`config.mk`:
```
export PLATFORM = sky130hd
export DESIGN_NAME = upload_packer_flat
export DESIGN_NICKNAME = d
export VERILOG_FILES = /design/src/rtl/upload_pkg.sv /design/src/rtl/upload_packer_if.sv /design/src/rtl/upload_payload_ram.sv /design/src/rtl/upload_packer.sv /design/src/flat_wrapper.sv
export SDC_FILE = /design/constraint.sdc
export NUM_CORES = 1
export LEC_CHECK = 0
export CAP_MARGIN = 15
export CELL_PAD_IN_SITES_DETAIL_PLACEMENT = 1
export CELL_PAD_IN_SITES_GLOBAL_PLACEMENT = 1
export CORE_ASPECT_RATIO = 1.75
export CORE_MARGIN = 2
export CORE_UTILIZATION = 35
export CTS_CLUSTER_DIAMETER = 30
export DETAILED_ROUTE_END_ITERATION = 7
export PLACE_DENSITY_LB_ADDON = 0.1
export REMOVE_ABC_BUFFERS = 1
export SETUP_SLACK_MARGIN = 0.15
export SLEW_MARGIN = 20
export SYNTH_ARGS = -nofsm -noshare
export SYNTH_HDL_FRONTEND = slang
export SYNTH_SLANG_ARGS = --single-unit
```
`constraint.sdc`:
```
create_clock -name clk -period 11.1 [get_ports clk]
set_input_delay 2.22 -clock clk [delete_from_list [all_inputs] [get_ports clk]]
set_output_delay 2.22 -clock clk [all_outputs]
set_load 0.03 [all_outputs]
```
`src/rtl/upload_pkg.sv`:
```
// Shared constants and frame state encoding for the upload packer.
package upload_pkg;

    localparam logic [7:0] UPLOAD_HDR0            = 8'hAA;
    localparam logic [7:0] UPLOAD_HDR1            = 8'h44;
    localparam logic [7:0] UPLOAD_SOURCE_UART     = 8'h01;
    localparam int         UPLOAD_FRAME_OVERHEAD  = 6;

    typedef enum logic [2:0] {
        S_COLLECT = 3'd0,
        S_HDR0    = 3'd1,
        S_HDR1    = 3'd2,
        S_SRC     = 3'd3,
        S_LENH    = 3'd4,
        S_LENL    = 3'd5,
        S_PAY     = 3'd6,
        S_CSUM    = 3'd7
    } frame_state_t;

endpackage

```
`src/rtl/upload_packer_if.sv`:
```
// Upload byte stream in, framed byte stream out.
// slave = packer side, master = source/sink side.
interface upload_packer_if;
    logic       upload_active;
    logic       upload_req;
    logic [7:0] upload_data;
    logic [7:0] upload_source;
    logic       upload_valid;
    logic       upload_ready;
    logic [7:0] out_data;
    logic       out_valid;
    logic       out_ready;
    logic       frame_busy;

    modport slave (
        input  upload_active, upload_req, upload_data, upload_source, upload_valid,
        output upload_ready,
        output out_data, out_valid, frame_busy,
        input  out_ready
    );

    modport master (
        output upload_active, upload_req, upload_data, upload_source, upload_valid,
        input  upload_ready,
        input  out_data, out_valid, frame_busy,
        output out_ready
    );
endinterface

```
`src/rtl/upload_payload_ram.sv`:
```
// Simple dual-port payload buffer: one write port, one synchronous read port.
module upload_payload_ram #(
    parameter int AW = 6
) (
    input  logic          clk,
    input  logic          we,
    input  logic [AW-1:0] waddr,
    input  logic [7:0]    wdata,
    input  logic [AW-1:0] raddr,
    output logic [7:0]    rdata
);
    logic [7:0] mem [0:(1<<AW)-1];

    // write on strobe, read registered every cycle
    always_ff @(posedge clk) begin
        if (we)
            mem[waddr] <= wdata;
        rdata <= mem[raddr];
    end
endmodule

```
`src/rtl/upload_packer.sv`:
```
// Buffers one upload burst and emits it as AA 44 src lenH lenL payload csum.
// Optional idle-timeout close: define UPLOAD_PACKER_TIMEOUT_EN.
module upload_packer
    import upload_pkg::*;
#(
    parameter int         MAX_PAYLOAD    = 64,
    parameter int         TIMEOUT_CYCLES = 60000,
    parameter logic [7:0] HDR0           = UPLOAD_HDR0,
    parameter logic [7:0] HDR1           = UPLOAD_HDR1
) (
    input logic             clk,
    input logic             rst,
    upload_packer_if.slave  up
);
    localparam int            CW      = $clog2(MAX_PAYLOAD + 1);
    localparam int            AW      = (MAX_PAYLOAD > 1) ? $clog2(MAX_PAYLOAD) : 1;
    localparam logic [CW-1:0] MAX_CNT = CW'(MAX_PAYLOAD);

    frame_state_t  state;
    logic [CW-1:0] count;
    logic [CW-1:0] rd_idx;
    logic [7:0]    csum;
    logic [7:0]    src_lat;
    logic [15:0]   len_lat;
    logic          active_q;
    logic [7:0]    out_data_q;
    logic          out_valid_q;
    logic          frame_busy_q;

    logic          src_mismatch;
    logic          ready;
    logic          accept;
    logic [CW-1:0] count_nx;
    logic          active_fall;
    logic          timeout_hit;
    logic          close;
    logic          out_fire;
    logic          take;
    logic [CW-1:0] raddr_full;
    logic [AW-1:0] ram_raddr;
    logic [7:0]    ram_rdata;
    logic [7:0]    csum_final;
    logic          unused_req;

    assign unused_req = up.upload_req;

    // A byte from a different source ends the current burst instead of joining it
    assign src_mismatch = (count != '0) && (up.upload_source != src_lat);
    assign ready        = !rst && (state == S_COLLECT) && (count < MAX_CNT) && !src_mismatch;
    assign accept       = up.upload_valid && ready;
    assign count_nx     = count + CW'(accept);
    assign active_fall  = active_q && !up.upload_active;

    // count_nx folds in a byte accepted in the same cycle, so a fall that
    // coincides with the last byte (or with reaching full) closes exactly once
    assign close = (state == S_COLLECT) &&
                   ((active_fall && (count_nx != '0)) ||
                    (count_nx == MAX_CNT) ||
                    (up.upload_valid && src_mismatch) ||
                    timeout_hit);

    assign out_fire = out_valid_q && up.out_ready;

    // Payload prefetch: the RAM address runs one ahead whenever a payload
    // byte is moved into out_data, so ram_rdata always holds buf[rd_idx]
    assign take       = out_fire && ((state == S_LENL) ||
                                     ((state == S_PAY) && (rd_idx != len_lat[CW-1:0])));
    assign raddr_full = rd_idx + CW'(take);
    assign ram_raddr  = raddr_full[AW-1:0];

    assign csum_final = src_lat + len_lat[15:8] + len_lat[7:0] + csum;

    assign up.upload_ready = ready;
    assign up.out_data     = out_data_q;
    assign up.out_valid    = out_valid_q;
    assign up.frame_busy   = frame_busy_q;

    upload_payload_ram #(.AW(AW)) u_ram (
        .clk   (clk),
        .we    (accept),
        .waddr (count[AW-1:0]),
        .wdata (up.upload_data),
        .raddr (ram_raddr),
        .rdata (ram_rdata)
    );

`ifdef UPLOAD_PACKER_TIMEOUT_EN
    localparam int            TW           = $clog2(TIMEOUT_CYCLES + 1);
    localparam logic [TW-1:0] TIMEOUT_LAST = TW'(TIMEOUT_CYCLES - 1);

    logic [TW-1:0] idle_cnt;

    assign timeout_hit = (state == S_COLLECT) && (count != '0) && !accept &&
                         (idle_cnt == TIMEOUT_LAST);

    // idle cycles since the last accepted byte of a non-empty burst
    always_ff @(posedge clk or posedge rst) begin
        if (rst)
            idle_cnt <= '0;
        else if ((state != S_COLLECT) || (count == '0) || accept || timeout_hit)
            idle_cnt <= '0;
        else
            idle_cnt <= idle_cnt + TW'(1);
    end
`else
    localparam int unused_timeout = TIMEOUT_CYCLES;

    assign timeout_hit = 1'b0;
`endif

    // collect/emit state machine with registered outputs
    always_ff @(posedge clk or posedge rst) begin
        if (rst) begin
            state        <= S_COLLECT;
            count        <= '0;
            rd_idx       <= '0;
            csum         <= '0;
            src_lat      <= '0;
            len_lat      <= '0;
            active_q     <= 1'b0;
            out_data_q   <= '0;
            out_valid_q  <= 1'b0;
            frame_busy_q <= 1'b0;
        end else begin
            active_q <= up.upload_active;
            case (state)
                S_COLLECT: begin
                    if (accept) begin
                        count <= count_nx;
                        csum  <= csum + up.upload_data;
                        if (count == '0)
                            src_lat <= up.upload_source;
                    end
                    if (close) begin
                        len_lat      <= 16'(count_nx);
                        state        <= S_HDR0;
                        out_data_q   <= HDR0;
                        out_valid_q  <= 1'b1;
                        frame_busy_q <= 1'b1;
                    end
                end
                S_HDR0: if (out_fire) begin
                    state      <= S_HDR1;
                    out_data_q <= HDR1;
                end
                S_HDR1: if (out_fire) begin
                    state      <= S_SRC;
                    out_data_q <= src_lat;
                end
                S_SRC: if (out_fire) begin
                    state      <= S_LENH;
                    out_data_q <= len_lat[15:8];
                end
                S_LENH: if (out_fire) begin
                    state      <= S_LENL;
                    out_data_q <= len_lat[7:0];
                end
                S_LENL: if (out_fire) begin
                    state      <= S_PAY;
                    out_data_q <= ram_rdata;
                    rd_idx     <= rd_idx + CW'(1);
                end
                S_PAY: if (out_fire) begin
                    if (rd_idx == len_lat[CW-1:0]) begin
                        state      <= S_CSUM;
                        out_data_q <= csum_final;
                    end else begin
                        out_data_q <= ram_rdata;
                        rd_idx     <= rd_idx + CW'(1);
                    end
                end
                S_CSUM: if (out_fire) begin
                    state        <= S_COLLECT;
                    out_data_q   <= '0;
                    out_valid_q  <= 1'b0;
                    frame_busy_q <= 1'b0;
                    count        <= '0;
                    csum         <= '0;
                    rd_idx       <= '0;
                end
                default: state <= S_COLLECT;
            endcase
        end
    end
endmodule

```
`src/flat_wrapper.sv`:
```
// flat-port wrapper written by rule: the top's interface ports become plain ports
module upload_packer_flat import upload_pkg::*;
#(
    parameter int         MAX_PAYLOAD    = 64,
    parameter int         TIMEOUT_CYCLES = 60000,
    parameter logic [7:0] HDR0           = UPLOAD_HDR0,
    parameter logic [7:0] HDR1           = UPLOAD_HDR1
)
  (clk, rst, up_upload_active, up_upload_req, up_upload_data, up_upload_source, up_upload_valid, up_upload_ready, up_out_data, up_out_valid, up_frame_busy, up_out_ready);
  upload_packer_if up_i ();
  input logic clk;
  input logic rst;
  input wire logic [$bits(up_i.upload_active)-1:0] up_upload_active;
  input wire logic [$bits(up_i.upload_req)-1:0] up_upload_req;
  input wire logic [$bits(up_i.upload_data)-1:0] up_upload_data;
  input wire logic [$bits(up_i.upload_source)-1:0] up_upload_source;
  input wire logic [$bits(up_i.upload_valid)-1:0] up_upload_valid;
  output wire logic [$bits(up_i.upload_ready)-1:0] up_upload_ready;
  output wire logic [$bits(up_i.out_data)-1:0] up_out_data;
  output wire logic [$bits(up_i.out_valid)-1:0] up_out_valid;
  output wire logic [$bits(up_i.frame_busy)-1:0] up_frame_busy;
  input wire logic [$bits(up_i.out_ready)-1:0] up_out_ready;
  assign up_i.upload_active = up_upload_active;
  assign up_i.upload_req = up_upload_req;
  assign up_i.upload_data = up_upload_data;
  assign up_i.upload_source = up_upload_source;
  assign up_i.upload_valid = up_upload_valid;
  assign up_upload_ready = up_i.upload_ready;
  assign up_out_data = up_i.out_data;
  assign up_out_valid = up_i.out_valid;
  assign up_frame_busy = up_i.frame_busy;
  assign up_i.out_ready = up_out_ready;
  upload_packer #(.MAX_PAYLOAD(MAX_PAYLOAD), .TIMEOUT_CYCLES(TIMEOUT_CYCLES), .HDR0(HDR0), .HDR1(HDR1)) u_core (.clk(clk), .rst(rst), .up(up_i));
endmodule
```
==> metrics.md, run 1 <==
| Metric | Value |
|---|---|
| Power Density | about 260 mW/mm^2 |
| Crit Path Max Fanout | between 80 and 90 |
| DP Cell Count | 2075 |
| Most common cell after layout, fill and taps aside | edfxtp_1 |
| WL/cell | 28.50 um |
| Mapped Cells | 1204 |
| Number of global-route vias before repair | 13200 |
| Most frequent cells in the layout | edfxtp_1 (512), mux4_2 (160), clkbuf_16 (99) |
| Fill count | 6318 |
| Multi-input logic area | 0.006242 sq mm |
| Reg2reg end | u_core.u_ram.rdata[6] |
| Synth warnings | 0 |
| R2R Path Start | u_core.rd_idx[2] |
| P_leak | 9.140 nW |
| EDFF count, synth | 512 |
| Global-route wire length before repair | 93600 um |
| Final min period | 6.729 ns |
| Reg2Reg Depth | 12 |
| Primary FF master, synth | edfxtp_1 |
| Post-synthesis mux area share | 16.46% |
| Largest net degree at the start of global routing | 88 |
| Clock sink count | between 500 and 600 |
| Post-Syn Area | approximately 0.023 sq mm |
| Post-synth top area cell | edfxtp_1 |
| Final cell count without fillers | 2249 |
| Xor and xnor fraction of the mapped netlist area | 1.386% |
| Setup CP Type | input pin to flop |
| Setup_tns | 0 ns |
| Clk_lat worst skew | between 0.6 and 0.7 ns |
| #FFs+latches synth | 570 |
| Least-Margin Pin Slew | 1.107 ns |
| CTS tree | yes |
| RSZ-0062 raised after global routing | no |
| Startpoint types | input pin |
| Switch Pwr | 0.002143 W |
| Final Hold Vio Count | 0 |
| Internal power | 0.005067 W |
| Met3 wire length | roughly 2000 um |
| Grt ovf | 0 |
| Vias post-DR | 11820 |
| Worst Skew | about 0.027 ns |
| Initial antenna violation count | 0 |
| Top Layer Used | met4 |
| Power share of the clock group | 41.4% |
| Simple-gate share of the synthesized area | 3.939% |
| # nets final | roughly 1300 |
| Synthesis-to-finish area growth | 19.47% |
| H-tree levels | 3 |
| Logic pwr share | 23.5% |
| Yosys cell types | 60 |
| Rows | between 100 and 150 |
| Starting Density | between 30% and 40% |
| Num ports | 33 |
| Clock root cell | clkbuf_16 |
| Worst-case headroom to the max-slew limit | 26.21% |
| GRT Util Overall | around 19% |
| Layout cells sized above 1 | 28.01% |
| Setup violators final | 0 |
| Drt total wl | 64090 um |
| Seq pwr share | between 30% and 40% |
| Fraction of the mapped netlist area in compound gates | 2.938% |
| DIE AREA | 0.06896 sq mm |
| DRC Markers | 0 |
| Met2 wire length | between 30000 and 40000 um |
| Deepest clock path buffer count | 3 |
| Main combinational cell family by area after synthesis | multiplexers |
| Arrival @ worst endpoint | 7.23 ns |
| Die width | 199.4 um |
| Synth top area cells | edfxtp_1 (66%), mux4_2 (15%), dfrtp_1 (5.4%), nor2_1 (1.5%), ha_1 (0.96%) |
| Max cap viols | 0 |
| Reg clk slew, reported paths | 0.05 ns |
| Post-route ant nets | 0 |
| Min-delay src | u_core.up.out_data[7] |
| Switching share of power | 29.73% |
| Critical Path Sink Type | flop |
| Post-CTS Setup Repair Bufs | 0 |
| Status | completed |
| WHS Path Cells | 1 |
| Register area | ~0.017 sq mm |
| Via-to-Cell Ratio | 5.255 |
| Req. time, crit path | 11.60 ns |
| WL met1 | 22940 um |
| TritonCTS buffer count | slightly above 90 |
| Adder-Cell Fraction of Synth Area | between 1.5 and 2% |
| Gp weighted congestion | 0.8096 |
| Worst vdd ir | 0.1765 mV |
| Diodes inserted | 0 |
| DP HPWL | 41290 um |
| Drt first pass iters | 4 |
| Hold Path Sink | u_core.up.out_data[7] |
| Mean post-synth cell area | 19.42 sq um |
| Max-slew violation count | 0 |
| Post-synth ARST share | a little under 9% |
| Sequential-to-total area share from yosys stat | 71.80% |
| Class of the worst hold path | flop to flop |
| Port Buffer Count | 31 |
| Iter 0 DRT Violations | 795 |
| Max Fclk | 0.1486 GHz |
| Tcrit/Tclk final | 60.62% |
| Core area | 0.06631 sq mm |
| # hold bufs at CTS | 0 |
| CTS resizes | 0 |
| Area fraction of the dominant cell type after synthesis | 65.76% |
| FF-to-FF setup slack | 5.17 ns |
| Die height | about 350 um |
-- cells by family after synthesis --
kind of cell	after synthesis
simple gates	196
compound gates	100
xor+xnor	37
flops	570
fa+ha+maj	27
mux	182
buf+inv	92
-- routing by layer --
metal,vias to the layer above,GRT usage (%)
met1,6407,20.94
met5,-,0
met2,251,37.20
met3,96,2.906
met4,0,7.559
li1,5065,-
-- cell usage after synthesis, types with 10 or more instances --
master / instances
inv_1: 27
ha_1: 18
nand2_1: 32
edfxtp_1: 512
nand3_1: 19
a21oi_1: 16
mux2_2: 19
o21ai_0: 23
clkbuf_1: 27
xnor2_1: 15
buf_2: 30
mux4_2: 160
nor2_1: 92
dfrtp_1: 50
or3_1: 10
a22oi_1: 20
xor2_1: 22
-- power by group through the flow --
| stage | sequential, W | clock, W | combinational [W] |
|---|---|---|---|
| after floorplan | 0.00255 | 0 | 0.00127 |
| after global placement | 0.00258 | 0 | 0.00174 |
| after detailed placement | 0.00258 | 0 | 0.00175 |
| after CTS | 0.00254 | 0.00305 | 0.00176 |
| after global routing | 0.00254 | 0.00314 | 0.00184 |
| final | 0.00253 | 0.00299 | 0.00169 |
-- state kept, by name, summed over array words and instances, names as in the netlist, 3 cells and up --
signal,cells
u_core.up.out_data,8
u_core.len_lat,7
u_core.u_ram.mem,512
u_core.u_ram.rdata,8
u_core.src_lat,8
u_core.rd_idx,7
u_core.count,7
u_core.csum,8
u_core.state,3
-- cell type report --
type                            count  area share, %
Timing Repair Buffer               45          1.389
Clock inverter                     69          2.777
Tap cell                          889          3.982
Sequential cell                   570          60.09
Multi-Input combinational cell    542          22.35
Clock buffer                      105          9.021
Inverter                           29         0.3897
-- critical path: stages --
cell and delay, ns:
clkdlybuf4s50_1 0.53, nand2_1 0.14, or4_1 0.73, nand2b_1 0.32, inv_1 0.13, ha_4 0.74, buf_12 0.59, mux4_2 0.67
mux4_2 0.52, a22oi_1 0.30, nand2_1 0.11
-- how the worst max path moves through the flow --
stage | start | endpoint | slack, ns | cells past startpoint
4_1_cts | up_out_ready | u_core.u_ram.rdata[6] | 4.24 | 11
5_1_grt | up_out_ready | u_core.u_ram.rdata[6] | 3.99 | 11
6_report | up_out_ready | u_core.u_ram.rdata[6] | 4.37 | 11
2_1_floorplan | up_out_ready | u_core.u_ram.rdata[0] | 1.70 | 9
3_3_place_gp | up_out_ready | u_core.u_ram.rdata[4] | 3.65 | 11
3_5_place_dp | up_out_ready | u_core.u_ram.rdata[6] | 3.58 | 11
-- metrics by stage --
step / power [W] / setup WS, ns / hold slack [ns] / util [%] / area (sq um)
after floorplan: 0.003823 / 1.701 / 0.4647 / - / 23080
after global placement: 0.004316 / 3.647 / 0.4894 / 37.14 / 24630
after detailed placement: 0.004332 / 3.576 / 0.4954 / 37.14 / 24630
after CTS: 0.007343 / 4.242 / 0.5066 / 42.11 / 27930
after global routing: 0.007522 / 3.995 / 0.5312 / 42.12 / 27930
final: 0.007210 / 4.371 / 0.5011 / 42.12 / 27930
Power figures use the tool's default switching activity.
==> inputs of run 2 (changes only) <==
clock period = 6.3 ns   (was 11.1 ns; I/O delays follow)
==> run 2 against run 1 <==
Sequential share of layout area is 0.80 points lower. First-iteration DRC count down 16%. Critical endpoint unchanged. Setup slack worse by 3.2 ns. Clock skew down 0.0022 ns. Via count shrank 0.41%. Sequential power rose by 76%. Core utilization increased by 0.57 points. Cell area grew 1.4%. Worst hold slack got worse by 0.0042 ns. Sequential cell count is the same. Non-clock buffer count up 22.
==> metrics.md, run 2 (synthesized netlist as in run 1, its figures left out) <==
| Metric | Value |
|---|---|
| Status | completed |
| Class of the worst hold path | flop to flop |
| Gp weighted congestion | 0.8244 (+1.8%) |
| Min-delay src | u_core.rd_idx[6] |
| Starting Density | 35.26% (unchanged) |
| Max cap viols | 0 (unchanged) |
| P_leak | 9.358 nW (+2.4%) |
| Critical Path Sink Type | flop |
| Diodes inserted | 0 (unchanged) |
| Reg2reg end | u_core.u_ram.rdata[6] |
| Post-route ant nets | 0 (unchanged) |
| Grt ovf | 0 (unchanged) |
| Port Buffer Count | 31 (unchanged) |
| # nets final | 1352 (+1.7%) |
| Hold_ws | 0.4969 ns (-0.004162 ns) |
| CP max-delay cell | xnor2_2 |
| Arrival @ worst endpoint | 5.62 ns (-1.61 ns) |
| H-tree levels | 3 (unchanged) |
| Final Hold Vio Count | 0 (unchanged) |
| Fill count | 6304 (-0.22%) |
| Rows | 125 (unchanged) |
| Drt first pass iters | 7 (+3) |
| Least-Margin Pin Slew | 1.087 ns (-0.01976 ns) |
| Deepest clock path buffer count | 3 (unchanged) |
| # hold bufs at CTS | 0 (unchanged) |
| GRT Util Overall | 19.13% (-0.26 points) |
| Largest net degree at the start of global routing | 67 (-24%) |
| TritonCTS buffer count | 93 (unchanged) |
| Clock sink count | 570 (unchanged) |
| DIE AREA | 0.06896 sq mm (unchanged) |
| Max Fclk | 0.1959 GHz |
| Clk_lat worst skew | 0.65 ns (about the same) |
| Num ports | 33 (unchanged) |
| Worst path max stage delay | 0.76 ns (+0.02 ns) |
| Number of global-route vias before repair | 13230 (+0.24%) |
| CTS resizes | 0 (unchanged) |
| Hold Path Sink | u_core.rd_idx[6] |
| Vias post-DR | 11770 (-0.41%) |
| Max-slew violation count | 0 (unchanged) |
| Req. time, crit path | 6.81 ns (-4.79 ns) |
| Reg clk slew, reported paths | 0.06 ns (about the same) |
| Startpoint types | flop |
| Clock root cell | clkbuf_16 |
| Max reg flops | 512 (unchanged) |
| CTS tree | yes |
| Cell mode on critical path | ha_4 |
| DP HPWL | 42790 um (+3.6%) |
| Tcrit/Tclk final | 81.03% |
| R2R Path Start | u_core.rd_idx[2] |
| Setup violators final | 0 (unchanged) |
| Crit Path Max Fanout | 24 (-72%) |
| Synthesis-to-finish area growth | 21.09% |
| DRC Markers | 0 (unchanged) |
| Reg2Reg Depth | 13 (+1) |
| Die width | 199.4 um (unchanged) |
| Placed cell areas | 0.02491 sq mm (+1.1%) |
| Drt total wl | 63230 um (-1.3%) |
| Final min period | 5.105 ns |
| Power Density | 462.9 mW/mm^2 (+79%) |
| Most common cell after layout, fill and taps aside | edfxtp_1 |
| Die height | 345.9 um (unchanged) |
| Worst vdd ir | 0.2235 mV (+27%) |
| Iter 0 DRT Violations | 667 (-16%) |
| Core area | 0.06631 sq mm (unchanged) |
| Worst-case headroom to the max-slew limit | 27.53% (+1.3 points) |
| Register area | 0.01679 sq mm (unchanged) |
| FF-to-FF setup slack | 1.19 ns (-3.98 ns) |
| Multi-input logic area | 0.006242 sq mm (unchanged) |
| Largest register by flop count | u_core.u_ram.mem |
| WHS Path Cells | 1 (unchanged) |
| Layout cells sized above 1 | 28.63% (+0.62 points) |
| Post-CTS Setup Repair Bufs | 0 (unchanged) |
| Critical path, cell by cell | xor2_1 > nor4_1 > and4b_1 > or4_1 > nand2b_1 > inv_1 > ha_4 > ha_4 > xnor2_2 > buf_12 > mux4_2 > a22oi_1 > nand2_1 |
| Worst Skew | 0.02467 ns (-0.002194 ns) |
| Via-to-Cell Ratio | 5.180 (-1.4%) |
| Global-route wire length before repair | 92590 um (-1.1%) |
| Fin area | 0.02831 sq mm (+1.4%) |
| RSZ-0062 raised after global routing | no |
| Setup CP Type | flop to flop |
| Most frequent cells in the layout | edfxtp_1 (512), mux4_2 (160), clkbuf_16 (96) |
| Start point of the critical path | u_core.rd_idx[2] |
| Initial antenna violation count | 3 (+3) |
| WL/cell | 27.83 um (-2.3%) |
## run 2: cell count changes in the layout (fill, tap and decap cells not counted), sizes merged
cell,before,now
bufinv,8,16
clkinvlp,16,7
inv,49,50
clkinv,25,26
buf,22,44
## run 2: cell type report
class,instances,area share [%]
Clock buffer,105,8.605
Clock inverter,70,3.390
Inverter,29,0.3845
Multi-Input combinational cell,542,22.05
Sequential cell,570,59.29
Tap cell,889,3.929
Timing Repair Buffer,67,2.351
## run 2: worst max path at each step
stage | cells after the start | to
after global placement | 12 | u_core.u_ram.rdata[0]
after CTS | 13 | u_core.u_ram.rdata[6]
after floorplan | 9 | u_core.u_ram.rdata[0]
after detailed placement | 12 | u_core.u_ram.rdata[0]
final | 13 | u_core.u_ram.rdata[6]
after global routing | 13 | u_core.u_ram.rdata[6]
## run 2: power by group
part           internal [W]  leakage, nW  switching, W  total [W]
Clock               0.00351         1.63       0.00195    0.00546
Sequential          0.00425         5.32      0.000209    0.00446
Combinational       0.00151         2.40       0.00168    0.00319
Total               0.00927         9.36       0.00384     0.0131
## run 2: per-layer routing
layer,up-vias,routed length (um),track usage (%)
met5,-,13,0
met4,2,2430,7.876
met3,118,1885,3.013
met2,229,36060,36.54
met1,6302,22850,20.52
li1,5119,-,-
## run 2: critical path, delay by kind of cell, from the launching register on
kind / cells / cell delay, ns
compound gates: 1 / 0.35
xor+xnor: 2 / 0.98
fa+ha+maj: 2 / 0.34
buf+inv: 2 / 0.42
flops: 1 / 0.52
mux: 1 / 0.63
simple gates: 5 / 1.67
## run 2: per-stage QoR
stage | instances | setup WS, ns | utilization, % | TNS [ns] | power (W)
CTS | 2272 | 1.049 | 42.68 | 0 | 0.01333
global route | 2272 | 0.7700 | 42.69 | 0 | 0.01362
finish | 2272 | 1.195 | 42.69 | 0 | 0.01311
detailed placement | 2097 | 0.6938 | 37.56 | 0 | 0.007824
global placement | 2097 | 0.7326 | 37.56 | 0 | 0.007785
floorplan | 1141 | -2.139 | - | -17.10 | 0.006735
